`config.mk`:
```
export PLATFORM = sky130hd
export DESIGN_NAME = fetch_unit
export DESIGN_NICKNAME = d
export VERILOG_FILES = /design/src/rtl/fetch_unit.sv
export SDC_FILE = /design/constraint.sdc
export NUM_CORES = 1
export LEC_CHECK = 0
export ABC_AREA = 1
export BUFFER_PORTS_ARGS = -buffer_cell sky130_fd_sc_hd__buf_2
export CORE_MARGIN = 3
export CORE_UTILIZATION = 55
export CTS_BUF_LIST = sky130_fd_sc_hd__clkbuf_2
export CTS_CLUSTER_DIAMETER = 50
export DETAILED_ROUTE_END_ITERATION = 10
export GPL_TIMING_DRIVEN = 0
export PLACE_DENSITY = 0.76
export SYNTH_ARGS = -nofsm -noshare
export SYNTH_HDL_FRONTEND = slang
export SYNTH_SLANG_ARGS = --single-unit
```
`constraint.sdc`:
```
create_clock -name clk -period 5.2 [get_ports clk]
set_input_delay 1.04 -clock clk [delete_from_list [all_inputs] [get_ports clk]]
set_output_delay 1.04 -clock clk [all_outputs]
set_load 0.01 [all_outputs]
```
`src/rtl/fetch_unit.sv`:
```
// Byte-wide instruction prefetcher: a three-state memory read handshake feeding a small FIFO.
// Optional macro FETCH_PERF_EN adds a 16-bit count of consumed bytes on port fetch_count.
module fetch_unit #(
    parameter int ADDR_W     = 8,
    parameter int FIFO_DEPTH = 4
) (
    input  logic              clk,
    input  logic              reset,
    output logic [ADDR_W-1:0] mem_address,
    output logic              mem_read,
    input  logic              mem_ready,
    input  logic [7:0]        mem_read_value,
    input  logic              jump_valid,
    input  logic [ADDR_W-1:0] jump_target,
    output logic              instr_valid,
    output logic [7:0]        instr_byte,
    output logic [ADDR_W-1:0] instr_pc,
    input  logic              instr_ready
`ifdef FETCH_PERF_EN
    ,
    output logic [15:0]       fetch_count
`endif
);

    localparam int PTR_W = $clog2(FIFO_DEPTH);
    localparam int CNT_W = PTR_W + 1;

    typedef enum logic [1:0] {
        ST_IDLE,
        ST_READ,
        ST_RELEASE
    } state_t;

    state_t              r_state;
    state_t              w_state_next;
    logic [ADDR_W-1:0]   r_fetch_pc;
    logic [ADDR_W-1:0]   r_mem_address;
    logic                r_discard;
    logic [PTR_W-1:0]    r_wr_ptr;
    logic [PTR_W-1:0]    r_rd_ptr;
    logic [CNT_W-1:0]    r_count;
    logic [7:0]          r_fifo_byte [FIFO_DEPTH];
    logic [ADDR_W-1:0]   r_fifo_pc   [FIFO_DEPTH];

    logic                w_has_free;
    logic                w_complete;
    logic                w_push;
    logic                w_pop;
    logic                w_start;

    // Only IDLE can start a request, so nothing is in flight when the free-slot test is made.
    assign w_has_free = (r_count < CNT_W'(FIFO_DEPTH));
    assign w_complete = (r_state == ST_READ) && mem_ready;
    assign w_push     = w_complete && !r_discard && !jump_valid;
    assign w_pop      = instr_valid && instr_ready && !jump_valid;
    assign w_start    = (r_state == ST_IDLE) && (w_state_next == ST_READ);

    // NOTE: every output of a combinational block gets a default first, so no path infers a latch.
    always_comb begin
        w_state_next = r_state;
        case (r_state)
            ST_IDLE:    if (w_has_free && !jump_valid) w_state_next = ST_READ;
            ST_READ:    if (mem_ready)                 w_state_next = ST_RELEASE;
            ST_RELEASE: if (!mem_ready)                w_state_next = ST_IDLE;
            default:                                   w_state_next = ST_IDLE;
        endcase
    end

    // NOTE: state registers use non-blocking assignments so all flops update together at the edge.
    always_ff @(posedge clk) begin
        if (reset) begin
            r_state <= ST_IDLE;
        end else begin
            r_state <= w_state_next;
        end
    end

    always_ff @(posedge clk) begin
        if (reset) begin
            r_fetch_pc    <= '0;
            r_mem_address <= '0;
            r_discard     <= 1'b0;
        end else begin
            if (jump_valid) begin
                r_fetch_pc <= jump_target;
            end else if (w_complete && !r_discard) begin
                r_fetch_pc <= r_fetch_pc + ADDR_W'(1);
            end

            // The address is latched at request start so a redirect cannot disturb a live handshake.
            if (w_start) begin
                r_mem_address <= r_fetch_pc;
            end

            if ((r_state == ST_RELEASE) && !mem_ready) begin
                r_discard <= 1'b0;
            end else if (jump_valid && (r_state != ST_IDLE)) begin
                r_discard <= 1'b1;
            end
        end
    end

    always_ff @(posedge clk) begin
        if (reset || jump_valid) begin
            r_wr_ptr <= '0;
            r_rd_ptr <= '0;
            r_count  <= '0;
        end else begin
            if (w_push) begin
                r_wr_ptr <= r_wr_ptr + PTR_W'(1);
            end
            if (w_pop) begin
                r_rd_ptr <= r_rd_ptr + PTR_W'(1);
            end
            case ({w_push, w_pop})
                2'b10:   r_count <= r_count + CNT_W'(1);
                2'b01:   r_count <= r_count - CNT_W'(1);
                default: r_count <= r_count;
            endcase
        end
    end

    // NOTE: the storage array has no reset; the occupancy counter alone decides what is valid.
    always_ff @(posedge clk) begin
        if (w_push) begin
            r_fifo_byte[r_wr_ptr] <= mem_read_value;
            r_fifo_pc[r_wr_ptr]   <= r_fetch_pc;
        end
    end

    assign mem_read    = (r_state == ST_READ);
    assign mem_address = r_mem_address;
    assign instr_valid = (r_count != '0);
    assign instr_byte  = instr_valid ? r_fifo_byte[r_rd_ptr] : 8'h00;
    assign instr_pc    = instr_valid ? r_fifo_pc[r_rd_ptr] : '0;

`ifdef FETCH_PERF_EN
    logic [15:0] r_fetch_count;

    always_ff @(posedge clk) begin
        if (reset) begin
            r_fetch_count <= '0;
        end else if (w_pop) begin
            r_fetch_count <= r_fetch_count + 16'd1;
        end
    end

    assign fetch_count = r_fetch_count;
`endif

endmodule

```
==> run_results.csv, run 1 <==
group,metric,value,unit
outcome,status,"finished, final reports clean",
timing,skew,0.0288,ns
floorplan,dieArea,8060,sq um
detailed_routing,drc,0,
timing,setup_tns,0,ns
clock_network,ctsRootBufferMaster,"clkbuf_2",
detailed_routing,wl_met1,3280,um
timing,slew_headroom,41.3,%
synth,synth_ff_type,"edfxtp_1",
final_layout,drive_gt1_share,19.1,%
floorplan,rows,29,
placed_design,hpwl,5010,um
clock_network,cts_resized,0,
critical_path,cp_top_family,"buffers and inverters",
global_route,grt_pass1_vias,2665,
timing,hold_violations,0,
synth,syn-cell-area,3860,sq um
timing,setup_viol,0,
critical_path,slowest_stage,"dfxtp_1",
detailed_routing,post_drt_wl_per_cell,13.9,um
floorplan,die_x,89.8,um
critical_path,critPathMaxStageDelay,0.37,ns
placed_design,placedCellCount,521,
floorplan,top_level_ports,47,
power,p_leak,1.71,nW
detailed_routing,vias_per_cell,5.05,
power,peakVddDrop,0.000215,V
floorplan,fp.dieH,89.8,um
clock_network,path_clk_slew,0.24,ns
synth,synth-warning-count,0,
floorplan,core,6570,sq um
detailed_routing,dr.pass1.iters,4,
clock_network,insertion_delay,0.53,ns
detailed_routing,final_antenna_net_count,0,
global_route,antenna_found_initial,0,
detailed_routing,routed-via-count,2713,
power,p_per_area,284,nW/um^2
final_layout,nFillCells,537,
final_layout,utilization,65.9,%
synth,async_reset_ff_share,0,%
synth,synthTopCellsByCount,"nor2_1 (84), edfxtp_1 (64), o21ai_0 (51)",
detailed_routing,totalWireLength,7480,um
timing,maxSlewViolCount,0,
critical_path,cp.arrival,2.01,ns
synth,synth_edf_count,64,
timing,rsz0062_at_grt,"no",
synth,synth_top_area_cell,"edfxtp_1",
synth,ys_ff_latch,92,
flow_run,maxCapViolations,0,
timing,period_share,58.7,%
global_route,grt_first_pass_wirelength,12600,um
detailed_routing,wl_met3,410,um
synth,synth.avg_cell_area,10.1,sq um
synth,synth_top_area_share,49.8,%
critical_path,cp_num_buf_inv,4,
critical_path,crit_required,4.16,ns
clock_network,htree_levels,3,
clock_network,cts_buffers,9,
final_layout,antenna_cells,0,
timing,fmax,0.327,GHz
synth,synth.most_common_cell,"nor2_1",
timing,min_period,3.05,ns
timing,fin_ws,2.15,ns
global_route,grt-ovfl-total,0,
final_layout,syn2layout_area_growth,12.1,%
detailed_routing,dr.max_layer_used,"met4",
hold_path,hp-class,"reg2reg",
clock_network,ctsHoldBuffers,0,
synth,netlist_instances,382,
critical_path,crit_top_cell,"buf_2",
placed_design,port_buffers,46,
clock_network,post_cts_buffers,0,
synth,ys_types,23,
detailed_routing,drt_iter0_drc,182,
final_layout,fin_nets,467,
final_layout,finalNonFillerCells,537,
critical_path,worstPathCellList,"buf_4 > inv_1 > buf_2 > nor2_1 > o21ai_0 > a21oi_1 > buf_2",
floorplan,start_util,58.8,%
placed_design,routabilityCongestion,0.831,
synth,synth_area_leaders,"edfxtp_1 (50%), dfxtp_1 (15%), nor2_1 (8.2%)",
placed_design,dp_slack,1.93,ns
synth,syn-num-nets,410,
global_route,track_usage,19.5,%
clock_network,clockBufferDepth,2,
clock_network,cts_tree,"built",
detailed_routing,wl_met2,3710,um
critical_path,crit_fanout,10,
timing,tightest_slew,0.879,ns
global_route,grt_start_max_net_pins,17,
critical_path,cp-start-kind,"flop",
critical_path,critical_path.endpoint_type,"output pin",
critical_path,criticalPathCategory,"reg2out",
clock_network,cts_num_sinks,92,
synth,ys_seq_area_share,64.3,%
==> kinds of logic after synthesis <==
| group | after synthesis | share of synthesized area [%] |
|---|---|---|
| compound gates | 89 | 11.6 |
| xor+xnor | 4 | 0.907 |
| fa+ha+maj | 7 | 2.46 |
| buf+inv | 51 | 5.67 |
| flops | 92 | 64.3 |
| simple gates | 139 | 15.1 |
==> sequential cells by signal (all words and copies together) (netlist names), named ones only <==
signal	count
r_fifo_byte	32
r_count	3
r_fifo_pc	32
r_wr_ptr	2
r_state	2
r_discard	1
r_rd_ptr	2
mem_address	8
r_fetch_pc	8
==> placed cells by master, fill, tap and decap left out, drive strengths merged <==
cell type  synthesis  final
nor2              88     88
edfxtp            64     64
buf               10     56
o21ai             51     51
inv               36     40
a21oi             37     37
nand2             33     33
dfxtp             28     28
nand3             17     17
clkbuf             5     15
ha                 6      6
xor2               3      3
xnor2              1      1
a31oi              1      1
and3               1      1
fa                 1      1
clkinv             0      1
bufinv             0      1
==> final timing paths <==
kind / start / end / slack (ns) / cells past startpoint
max: flop / instr_pc[5] / 2.15 / 7
min: mem_address[2] / mem_address[2] / 0.46 / 2
min reg2reg: mem_address[2] / mem_address[2] / 0.46 / 2
max reg2reg: r_count[0] / r_count[2] / 3.20 / 12
==> where the power goes <==
part	internal (W)	leakage (nW)	switching, W
Clock	0.000115	0.0752	0.000232
Sequential	0.000798	0.804	0.0000138
Combinational	0.0000277	0.833	0.0000448
Total	0.000941	1.71	0.000291
==> layout make-up <==
class	count	area (sq um)	share of cell area [%]
plain buffers	15	83.8	1.94
clock buffers	10	50.0	1.16
clock inverters	6	61.3	1.42
inverters	36	135	3.12
multi-input cells	239	1170	27.0
flip-flops and latches	92	2480	57.3
well taps	93	116	2.69
repair buffers	46	230	5.32
==> metrics by stage <==
| stage | total power (W) | area (sq um) | hold slack [ns] |
|---|---|---|---|
| 2_1_floorplan | 0.000869 | 3860 | 0.459 |
| 3_3_place_gp | 0.000897 | 4210 | 0.432 |
| 3_5_place_dp | 0.000900 | 4210 | 0.433 |
| 4_1_cts | 0.00124 | 4320 | 0.465 |
| 5_1_grt | 0.00129 | 4330 | 0.482 |
| 6_report | 0.00123 | 4330 | 0.458 |
==> worst register-to-register path, delay by kind of cell, from the launching register on <==
kind	cells	cell delay, ns
adders and majority gates	2	0.55
DFF	1	0.36
and+or+nand+nor	5	0.51
buffers and inverters	3	0.28
AOI/OAI and AO/OA	2	0.27
==> per-layer routing <==
| layer | vias to the layer above | GRT usage (%) |
|---|---|---|
| met5 | - | 0 |
| met4 | 0 | 7.28 |
| met3 | 8 | 3.84 |
| met2 | 75 | 33.7 |
| met1 | 1232 | 24.4 |
| li1 | 1398 | - |
Power figures use the tool's default switching activity.
==> run 2, diff against run 1 <==
ABC_AREA = 0   (was 1)
CORE_UTILIZATION = 54   (was 55)
PLACE_DENSITY = 0.78   (was 0.76)
clock period = 2.5 ns   (was 5.2 ns; I/O delays follow)
==> run 2 against run 1 <==
  * Total power up 120%
  * Die area down 0.51%
  * Utilization rose by 0.61 points
  * First-iteration DRC count increased by 2.2%
  * Synthesized cell count fell by 33%
  * Global-route usage decreased by 1.9 points
  * Combinational power rose by 89%
  * Clock power rose by 140%
  * Cell area increased by 0.92%
  * Sequential share of layout area down 0.47 points
  * Largest cell class unchanged
  * Clock skew fell by 0.0040 ns
  * Largest power group unchanged
  * Non-clock buffer count rose by 1
==> run_results.csv, run 2 <==
group,metric,value,unit
outcome,status,"finished, final reports clean",
flow_run,maxCapViolations,0,
timing,skew,0.0249,ns
timing,setup_viol,0,
synth,netlist_instances,256,
timing,setup_tns,0,ns
detailed_routing,totalWireLength,6590,um
synth,synth_top_area_share,51.0,%
synth,synth_ff_type,"edfxtp_1",
placed_design,port_buffers,46,
global_route,antenna_found_initial,0,
final_layout,layout_common_cells,"edfxtp_1 (64), buf_2 (50), dfxtp_1 (26), nor2_1 (23), mux4_2 (16)",
critical_path,reg2reg_slack,0.26,ns
final_layout,reg.largest.list,"r_fifo_byte x32, r_fifo_pc x32",
timing,hold_slack,0.141,ns
placed_design,hpwl,4390,um
global_route,track_usage,17.7,%
clock_network,cts_num_sinks,92,
timing,maxSlewViolCount,0,
clock_network,htree_levels,3,
synth,synth.most_common_cell,"edfxtp_1",
placed_design,routabilityCongestion,0.735,
final_layout,drive_gt1_share,30.5,%
critical_path,crit_fanout,6,
timing,hold_violations,0,
synth,syn-num-nets,284,
clock_network,clockBufferDepth,2,
detailed_routing,final_antenna_net_count,0,
critical_path,cp.arrival,1.96,ns
floorplan,start_util,57.4,%
critical_path,cp-start-kind,"flop",
final_layout,antenna_cells,0,
global_route,grt_pass1_vias,2038,
synth,ys_ff_latch,92,
detailed_routing,drc,0,
critical_path,crit_required,2.00,ns
synth,synth_top_area_cell,"edfxtp_1",
detailed_routing,wl_met2,3210,um
synth,synth.avg_cell_area,14.7,sq um
hold_path,hp-class,"in2reg",
detailed_routing,wl_met3,276,um
detailed_routing,routed-via-count,2213,
detailed_routing,wl_met1,2970,um
floorplan,top_level_ports,47,
synth,ys_seq_area_share,65.8,%
global_route,grt_first_pass_wirelength,10400,um
synth,ys_types,42,
timing,fmax,0.406,GHz
detailed_routing,post_drt_wl_per_cell,15.9,um
power,p_per_area,612,nW/um^2
clock_network,cts_tree,"built",
global_route,grt-ovfl-total,0,
detailed_routing,dr.pass1.iters,5,
floorplan,dieArea,8020,sq um
floorplan,core,6570,sq um
timing,period_share,98.5,%
clock_network,ctsRootBufferMaster,"clkbuf_2",
final_layout,final_common_cell,"edfxtp_1",
synth,synthTopCellsByCount,"edfxtp_1 (64), dfxtp_1 (28), nor2_1 (23)",
global_route,grt_start_max_net_pins,17,
final_layout,utilization,66.5,%
floorplan,rows,29,
critical_path,criticalPathCategory,"reg2out",
clock_network,cts_buffers,9,
timing,min_period,2.46,ns
synth,async_reset_ff_share,0,%
synth,syn-cell-area,3770,sq um
power,peakVddDrop,0.000262,V
synth,synth_edf_count,64,
clock_network,path_clk_slew,0.26,ns
clock_network,insertion_delay,0.55,ns
synth,synth-warning-count,0,
final_layout,syn2layout_area_growth,15.9,%
critical_path,critical_path.endpoint_type,"output pin",
floorplan,fp.dieH,89.6,um
power,p_leak,1.61,nW
timing,rsz0062_at_grt,"yes",
detailed_routing,vias_per_cell,5.35,
floorplan,die_x,89.6,um
detailed_routing,dr.max_layer_used,"met4",
timing,tightest_slew,0.857,ns
timing,slew_headroom,42.9,%
final_layout,fin_nets,344,
detailed_routing,drt_iter0_drc,186,
synth,synth_area_leaders,"edfxtp_1 (51%), dfxtp_1 (15%), mux4_2 (9.6%)",
run 2: cell type report:
| type | instances | area [sq um] |
|---|---|---|
| plain buffers | 13 | 91.3 |
| clock buffers | 9 | 45.0 |
| clock inverters | 7 | 98.8 |
| fillers | 465 | 2200 |
| inverters | 12 | 45.0 |
| multi-input cells | 139 | 1200 |
| flip-flops and latches | 92 | 2480 |
| well taps | 93 | 116 |
| repair buffers | 49 | 287 |
run 2: repair_timing:
item,4_1_cts,5_1_grt
gates cloned,1,0
hold buffers,0,0
resized for setup,14,7
setup buffers,2,0
endpoints found under the setup margin,17,17
run 2: stage by stage:
stage | area [sq um] | total power (W) | instances | worst slack, ns
after floorplan | 3770 | 0.00180 | 256 | 0.431
after global placement | 4120 | 0.00185 | 395 | 0.0364
after detailed placement | 4120 | 0.00186 | 395 | 0.00218
after CTS | 4350 | 0.00269 | 414 | 0.00228
after global routing | 4370 | 0.00279 | 414 | -0.0562
final | 4370 | 0.00268 | 414 | 0.0376
run 2: critical path, stage by stage (launching register included):
cell,delay [ns]
dfxtp_2,0.38
buf_8,0.13
buf_8,0.14
mux4_2,0.49
and2b_1,0.16
buf_2,0.13
run 2: cells by family (layout without fill, tap and decap cells):
logic type                 Yosys count  after routing  synth area share, %
xor gates and xnor gates             6              6                 1.39
AOI/OAI and AO/OA                   24             24                 4.18
muxes                               24             24                 11.7
and+or+nand+nor                     78             78                 11.6
adders and majority gates            7              7                 2.52
buffers and inverters               25             90                 2.79
DFF                                 92             92                 65.8
run 2: final timing paths:
check,depth (start not counted),startpoint,to
min reg2reg,2,r_discard,r_discard
max,5,flop,instr_byte[7]
min,1,mem_read_value[1],r_fifo_byte[0][1]
max reg2reg,10,r_state[1],r_count[2]
run 2: per-layer routing:
metal | up-vias | track usage [%]
met4 | 0 | 8.12
li1 | 1076 | -
met1 | 1078 | 25.4
met3 | 9 | 3.23
met5 | - | 0
met2 | 50 | 26.2
run 2: power by group:
part / internal, W / total, W / switching, W
clock network: 0.000337 / 0.000844 / 0.000507
logic: 0.0000649 / 0.000137 / 0.0000725
registers: 0.00166 / 0.00169 / 0.0000353
